## config.mk

```make
export PLATFORM = sky130hd
export DESIGN_NAME = shiftreg_mode
export DESIGN_NICKNAME = d
export VERILOG_FILES = /design/src/rtl/shiftreg_mode_pkg.sv /design/src/rtl/tick_gen.sv /design/src/rtl/shiftreg_mode.sv
export SDC_FILE = /design/constraint.sdc
export NUM_CORES = 1
export LEC_CHECK = 0
export ABC_AREA = 1
export CAP_MARGIN = 20
export CORE_AREA = 2 2 54 76
export DETAILED_ROUTE_END_ITERATION = 10
export DIE_AREA = 0 0 56 78
export SLEW_MARGIN = 20
export SYNTH_ARGS = -nofsm -noshare
export SYNTH_HDL_FRONTEND = slang
export SYNTH_SLANG_ARGS = --single-unit
```

## constraint.sdc

```tcl
create_clock -name clock -period 1.8 [get_ports clock]
set_input_delay 0.27 -clock clock [delete_from_list [all_inputs] [get_ports clock]]
set_output_delay 0.27 -clock clock [all_outputs]
set_load 0.05 [all_outputs]
```

## src/rtl/shiftreg_mode_pkg.sv

```systemverilog
// Shared encodings for the prescaled LED shift register: mode select and step direction.
package shiftreg_mode_pkg;

  localparam logic [1:0] MODE_ROL      = 2'b00;
  localparam logic [1:0] MODE_ROR      = 2'b01;
  localparam logic [1:0] MODE_PINGPONG = 2'b10;
  localparam logic [1:0] MODE_HOLD     = 2'b11;

  localparam logic DIR_LEFT  = 1'b0;
  localparam logic DIR_RIGHT = 1'b1;

endpackage

```

## src/rtl/tick_gen.sv

```systemverilog
// Prescaler: counts enabled cycles and flags a step when the count reaches i_period.
module tick_gen #(
  parameter int unsigned NB_COUNT = 8
) (
  input  logic                clock,
  input  logic                i_reset,
  input  logic                i_enable,
  input  logic                i_clear,
  input  logic [NB_COUNT-1:0] i_period,
  output logic                o_step
);

  logic [NB_COUNT-1:0] count_q, count_d;
  logic                wrap;

  // >= rather than == so a period shrunk below the count fires at once instead of wrapping.
  assign wrap   = (count_q >= i_period);
  assign o_step = i_enable & wrap;

  always_comb begin
    count_d = count_q;
    if (i_clear) begin
      count_d = '0;
    end else if (i_enable) begin
      count_d = wrap ? '0 : count_q + 1'b1;
    end
  end

  always_ff @(posedge clock or negedge i_reset) begin
    if (!i_reset) begin
      count_q <= '0;
    end else begin
      count_q <= count_d;
    end
  end

endmodule

```

## src/rtl/shiftreg_mode.sv

```systemverilog
// LED pattern register advanced by an internal prescaled tick; rotate, ping-pong, hold or load.
module shiftreg_mode #(
  parameter int unsigned NB_SHIFT = 4,
  parameter int unsigned NB_COUNT = 8
) (
  input  logic                clock,
  input  logic                i_reset,
  input  logic                i_enable,
  input  logic [1:0]          i_mode,
  input  logic                i_load,
  input  logic [NB_SHIFT-1:0] i_load_data,
  input  logic [NB_COUNT-1:0] i_period,
  output logic [NB_SHIFT-1:0] o_shift,
  output logic                o_tick,
  output logic                o_dir
);
  import shiftreg_mode_pkg::*;

  logic [NB_SHIFT-1:0] shift_q, shift_d;
  logic                dir_q, dir_d;
  logic                tick_q, tick_d;
  logic                step;
  logic [NB_SHIFT-1:0] rol, ror;

  tick_gen #(
    .NB_COUNT (NB_COUNT)
  ) u_tick_gen (
    .clock    (clock),
    .i_reset  (i_reset),
    .i_enable (i_enable),
    .i_clear  (i_load),
    .i_period (i_period),
    .o_step   (step)
  );

  assign rol = {shift_q[NB_SHIFT-2:0], shift_q[NB_SHIFT-1]};
  assign ror = {shift_q[0], shift_q[NB_SHIFT-1:1]};

  always_comb begin
    shift_d = shift_q;
    dir_d   = dir_q;
    tick_d  = step & ~i_load;
    if (i_load) begin
      shift_d = i_load_data;
    end else if (step) begin
      unique case (i_mode)
        MODE_ROL: begin
          shift_d = rol;
          dir_d   = DIR_LEFT;
        end
        MODE_ROR: begin
          shift_d = ror;
          dir_d   = DIR_RIGHT;
        end
        MODE_PINGPONG: begin
          // Bounce off whichever end the pattern is heading into.
          if (dir_q == DIR_LEFT && shift_q[NB_SHIFT-1]) begin
            dir_d = DIR_RIGHT;
          end else if (dir_q == DIR_RIGHT && shift_q[0]) begin
            dir_d = DIR_LEFT;
          end
          shift_d = (dir_d == DIR_RIGHT) ? ror : rol;
        end
        MODE_HOLD: begin
          shift_d = shift_q;
        end
        default: begin
          shift_d = shift_q;
        end
      endcase
    end
  end

  always_ff @(posedge clock or negedge i_reset) begin
    if (!i_reset) begin
      shift_q <= NB_SHIFT'(1);
      dir_q   <= DIR_LEFT;
      tick_q  <= 1'b0;
    end else begin
      shift_q <= shift_d;
      dir_q   <= dir_d;
      tick_q  <= tick_d;
    end
  end

  assign o_shift = shift_q;
  assign o_tick  = tick_q;
  assign o_dir   = dir_q;

endmodule

```

Word-level counts from Yosys, hierarchy flattened
Index checks and enable logic that the tools add are counted.
{"block": "word_totals", "ff_bits": 14, "latchBits": 0, "ramBits": 0, "rom_bits": 0, "input_bits": 18, "out_inout_bits": 6, "wordCells": 35, "memories": 0}
{"block": "op_classes", "addsub": 1, "multipliers": 0, "div_mod_pow": 0, "order_cmp": 1, "eq_ne": 4, "shifts": 0, "n_mux": 13, "n_bitwise": 4, "n_reduce_logical": 8}
{"op": "$mux W8", "n": 3}
{"op": "$mux W4", "n": 3}
{"op": "$pmux W4 S3", "n": 1}
{"op": "$add A8 B1 Y8 const B", "n": 1}
{"op": "$ge A8 B8 Y1", "n": 1}
{"op": "$mux W1", "n": 5}
{"op": "$eq A2 B2 Y1 const B", "n": 2}
{"op": "$reduce_bool A2 Y1", "n": 2}
{"op": "$pmux W1 S3", "n": 1}
{"op": "$reduce_and A3 Y1", "n": 1}
{"op": "$reduce_bool A3 Y1", "n": 1}
{"op": "$and A1 B1 Y1", "n": 2}
{"op": "$eq A2 B1 Y1 const B", "n": 1}
{"op": "$logic_and A1 B1 Y1", "n": 2}
{"op": "$logic_not A2 Y1", "n": 1}
{"op": "$ne A2 B2 Y1 const B", "n": 1}
{"op": "$not A1 Y1", "n": 2}
{"op": "$reduce_and A2 Y1", "n": 1}

Longest topological paths before layout
{"block": "depth", "word_depth": 10, "mapped_depth": 13, "depth_no_buf": 13}

Hierarchy
From an unflattened synthesis, not the netlist that was laid out.
{"block": "hier_totals", "cells_unflattened": 155, "area_unflattened_um2": 1129.8}
{"mod": "tick_gen", "instances": 1, "cells_per_inst": 94, "area_per_inst_um2": 689.4}
{"mod": "shiftreg_mode", "instances": 1, "cells_per_inst": 61, "area_per_inst_um2": 440.4}

Worst setup path after synthesis
No wires, ideal clock.
{"block": "synth_timing", "path_kind": "reg2reg", "from": "reg u_tick_gen.count_q[7]", "to": "reg shift_q[3] (netlist: o_shift[3])", "t_arrival_ps": 1360, "slack_ps": 321, "path_stages_with_launch": 9, "path_buffers": 0, "synth_period_minus_slack_ps": 1479, "cell_sequence": "dfrtp_1 -> ha_1 -> a21o_2 -> nor2_1 -> nand3_2 -> nand3_2 -> nand2_2 -> nand2_1 -> nand2_1"}
{"block": "synth_between", "elab_chain_cells": 4}
{"item": "start, declared", "line": "tick_gen.sv:13", "source": "logic [NB_COUNT-1:0] count_q, count_d;"}
{"item": "start signal, assigned", "line": "tick_gen.sv:33", "source": "count_q <= count_d;"}
{"item": "$ge A8 B8 Y1", "line": "tick_gen.sv:17", "source": "assign wrap = (count_q >= i_period);"}
{"item": "$and A1 B1 Y1", "line": "tick_gen.sv:18", "source": "assign o_step = i_enable & wrap;"}
{"item": "$reduce_bool A2 Y1 (no line)"}
{"item": "$reduce_and A2 Y1 (no line)"}
{"item": "end signal, assigned", "line": "shiftreg_mode.sv:80", "source": "shift_q <= shift_d;"}
{"item": "end, declared", "line": "shiftreg_mode.sv:19", "source": "logic [NB_SHIFT-1:0] shift_q, shift_d;"}
Every way passes these cells.
A chain may end at the register's enable or synchronous reset.

Final worst setup path
{"block": "layout_timing", "from": "in i_period[7]", "to": "reg shift_q[1] (netlist: o_shift[1])"}
{"block": "layout_between", "elab_chain_cells": 4}
{"item": "start, declared", "line": "shiftreg_mode.sv:12", "source": "input logic [NB_COUNT-1:0] i_period,"}
{"item": "$ge A8 B8 Y1", "line": "tick_gen.sv:17"}
{"item": "$and A1 B1 Y1", "line": "tick_gen.sv:18"}
{"item": "$reduce_bool A2 Y1 (no line)"}
{"item": "$reduce_and A2 Y1 (no line)"}
Every way passes these cells.

==> run metrics <==
status finished clean; CP Class input pin to flip-flop; Rel. slew slack 58.8%; Post-Route M1 WL about 890 microns; Mapped Cells 142; total wire length 2240 microns; syn_area_per_cell 7.48 sq um; Top FF cell, synth dfrtp_1; CTS Sinks 14; Tot Pwr around 0.9 mW; Antenna Cells 0; Worst Hold Class input pin to async pin; kind of end point of the critical path flip-flop; endpoints failing hold 0; top cells by count, synth 35 x nand2_1, 22 x inv_1, 17 x nor2_1, 13 x dfrtp_1, 13 x ha_1; area leader, netlist dfrtp_1; CP startpoint kind input pin; # resized after CTS 0; FMAX 585 MHz; WL met3 ~100 microns; Starting Density roughly 29%; worst hold margin 0.416 ns; initial antenna violation count 0; Top Layer Used met4; Largest stage delay, worst path around 0.45 ns; largest cells by area after synthesis dfrtp_1 31%, ha_1 15%, nand2_1 12%; dpl cell area approximately 1400 sq um; hold_buf cts 0; layout cells sized above 1 between 10% and 20%; register area share after synthesis approximately 33%; largest net degree at the start of global routing 15; Layout Cells excl Fill roughly 220; final instance area about 1500 sq um; first-pass GRT wire length about 4000 microns; Core Area 3640 sq um; Layout area overhead 38.0%; overflow left after global routing 0; CTS H-tree lvls 1; worst slew pin tran between 0.6 and 0.7 ns; Slew Limit Fails 0; Crit path max-delay family simple AND/OR/NAND/NOR gates; met2 WL around 1200 microns; Max IR drop VDD a little over 0.3 mV; Worst EP arrival about 1.8 ns; number of synthesized flops with an enable pin 0; yosys warns 0; die extent in x 56 microns; synthesized flop and latch total 14; clock root buffer clkbuf_8; # Post-CTS Setup Buffers 0; PD cells around 600 nW/um^2; global router's overall resource usage between 10 and 15%; syn_nets ~170; max-cap check violation count 0; antenna violation net count after detailed routing 0; distinct cell type count of the synthesized netlist 21; worst-path maximum fanout 5; clk slew on worst S/H paths 0.06 ns; DP Wirelength about 1800 microns; ordered cell list for the critical path clkdlybuf4s50_1 -> inv_1 -> ha_1 -> a21o_2 -> nor2_4 -> nand3_4 -> nand3_4 -> nand2_4 -> nand2_1 -> nand2_1; Placer Congestion 0.756; Async S/R FF share, synth 100%; number of CTS-inserted buffers 3; die height approximately 80 microns; PortBufs 23; Longest Clk Path Bufs 2; Initial DRT Pass Iterations 6; CP max stage cell clkdlybuf4s50_1; Post-Syn Area between 1000 and 1500 sq um; Std-Cell Rows 26; vias roughly 970; min cycle time layout between 1.5 and 2 ns; clk_lat worst skew 0.24 ns; final net count 206; Buf+Inv Stages, Crit Path 2; setup tns final 0 ns; Clock Skew 0.00262 ns; DR vias/cell 4.50; Final setup viols 0; CTS tree done; dpl cells ~210; top-count cell post-synth nand2_1; Req. time, crit path about 1.9 ns; Final period util 95.0%; DR WL/cell between 10 and 15 microns; io pins 24; Synth top area share a little under a third; number of global-route vias before repair about 1,000; Leak Pwr approximately 0.77 nW; Initial DRC Count 14; Die ar. 4370 sq um; drt drc 0
==> cell families after synthesis <==
group	count (synthesis)	synth area share [%]
adders and majority gates	13	15.3
buffers and inverters	24	9.19
AOI/OAI and AO/OA	13	6.48
DFF	14	33.1
and+or+nand+nor	72	31.0
xor gates and xnor gates	6	4.95
==> final timing paths <==
path	startpoint	endpoint	slack (ns)	depth (start not counted)
worst max register to register	u_tick_gen.count_q[3]	o_shift[1]	0.18	9
min in group clock	o_shift[0]	o_shift[0]	0.53	2
max in group asynchronous	i_reset	u_tick_gen.count_q[4]	0.98	1
worst min-delay path	i_reset	u_tick_gen.count_q[3]	0.42	1
worst max-delay path	i_period[7]	o_shift[1]	0.09	10
worst min register to register	o_shift[0]	o_shift[0]	0.53	2
==> flip-flops by register name (all words and copies together), names as in the netlist <==
| signal | cells |
|---|---|
| o_dir | 1 |
| o_shift | 4 |
| o_tick | 1 |
| u_tick_gen.count_q | 8 |
==> cell type report <==
cell class / count / area [sq um]
Fill cell: 393 / 2180
Multi-Input combinational cell: 104 / 658
Sequential cell: 14 / 352
Timing Repair Buffer: 29 / 263
Inverter: 23 / 86.3
Clock buffer: 4 / 55.1
Tap cell: 42 / 52.6
==> stage by stage <==
stage | worst slack [ns] | utilization [%]
2_1_floorplan | 0.321 | -
3_3_place_gp | -0.214 | 37.5
3_5_place_dp | -0.236 | 37.5
4_1_cts | 0.0235 | 39.0
5_1_grt | -0.0140 | 40.2
6_report | 0.0894 | 40.2
==> placed cells by master (no fill, tap or decap) <==
| master | count |
|---|---|
| nand4_1 | 2 |
| nand3_1 | 10 |
| o21ai_0 | 1 |
| xnor2_1 | 2 |
| inv_1 | 22 |
| nand2_1 | 33 |
| xor2_1 | 4 |
| nor2_1 | 15 |
| dfstp_2 | 1 |
| o21ai_1 | 1 |
| buf_4 | 11 |
| clkbuf_8 | 4 |
| nand3_4 | 2 |
| nor2_2 | 1 |
| a21o_2 | 1 |
| nand2_2 | 2 |
| nand2_4 | 1 |
| a21oi_1 | 10 |
| dfrtp_1 | 13 |
| nor3_1 | 1 |
| nor3_4 | 1 |
| clkinv_1 | 1 |
| clkdlybuf4s50_1 | 18 |
| nor2_4 | 4 |
| ha_1 | 13 |
==> where the power goes <==
| group | switching [mW] | internal [mW] | total [mW] |
|---|---|---|---|
| logic | 0.138 | 0.0970 | 0.235 |
| registers | 0.0216 | 0.335 | 0.357 |
| clock network | 0.104 | 0.193 | 0.298 |
| total | 0.264 | 0.625 | 0.889 |
==> layer usage <==
layer | GRT usage [%] | vias to the layer above
li1 | - | 508
met1 | 11.4 | 439
met2 | 22.1 | 22
met3 | 1.67 | 2
met4 | 3.57 | 0
met5 | 0 | -
Power figures use the tool's default switching activity.
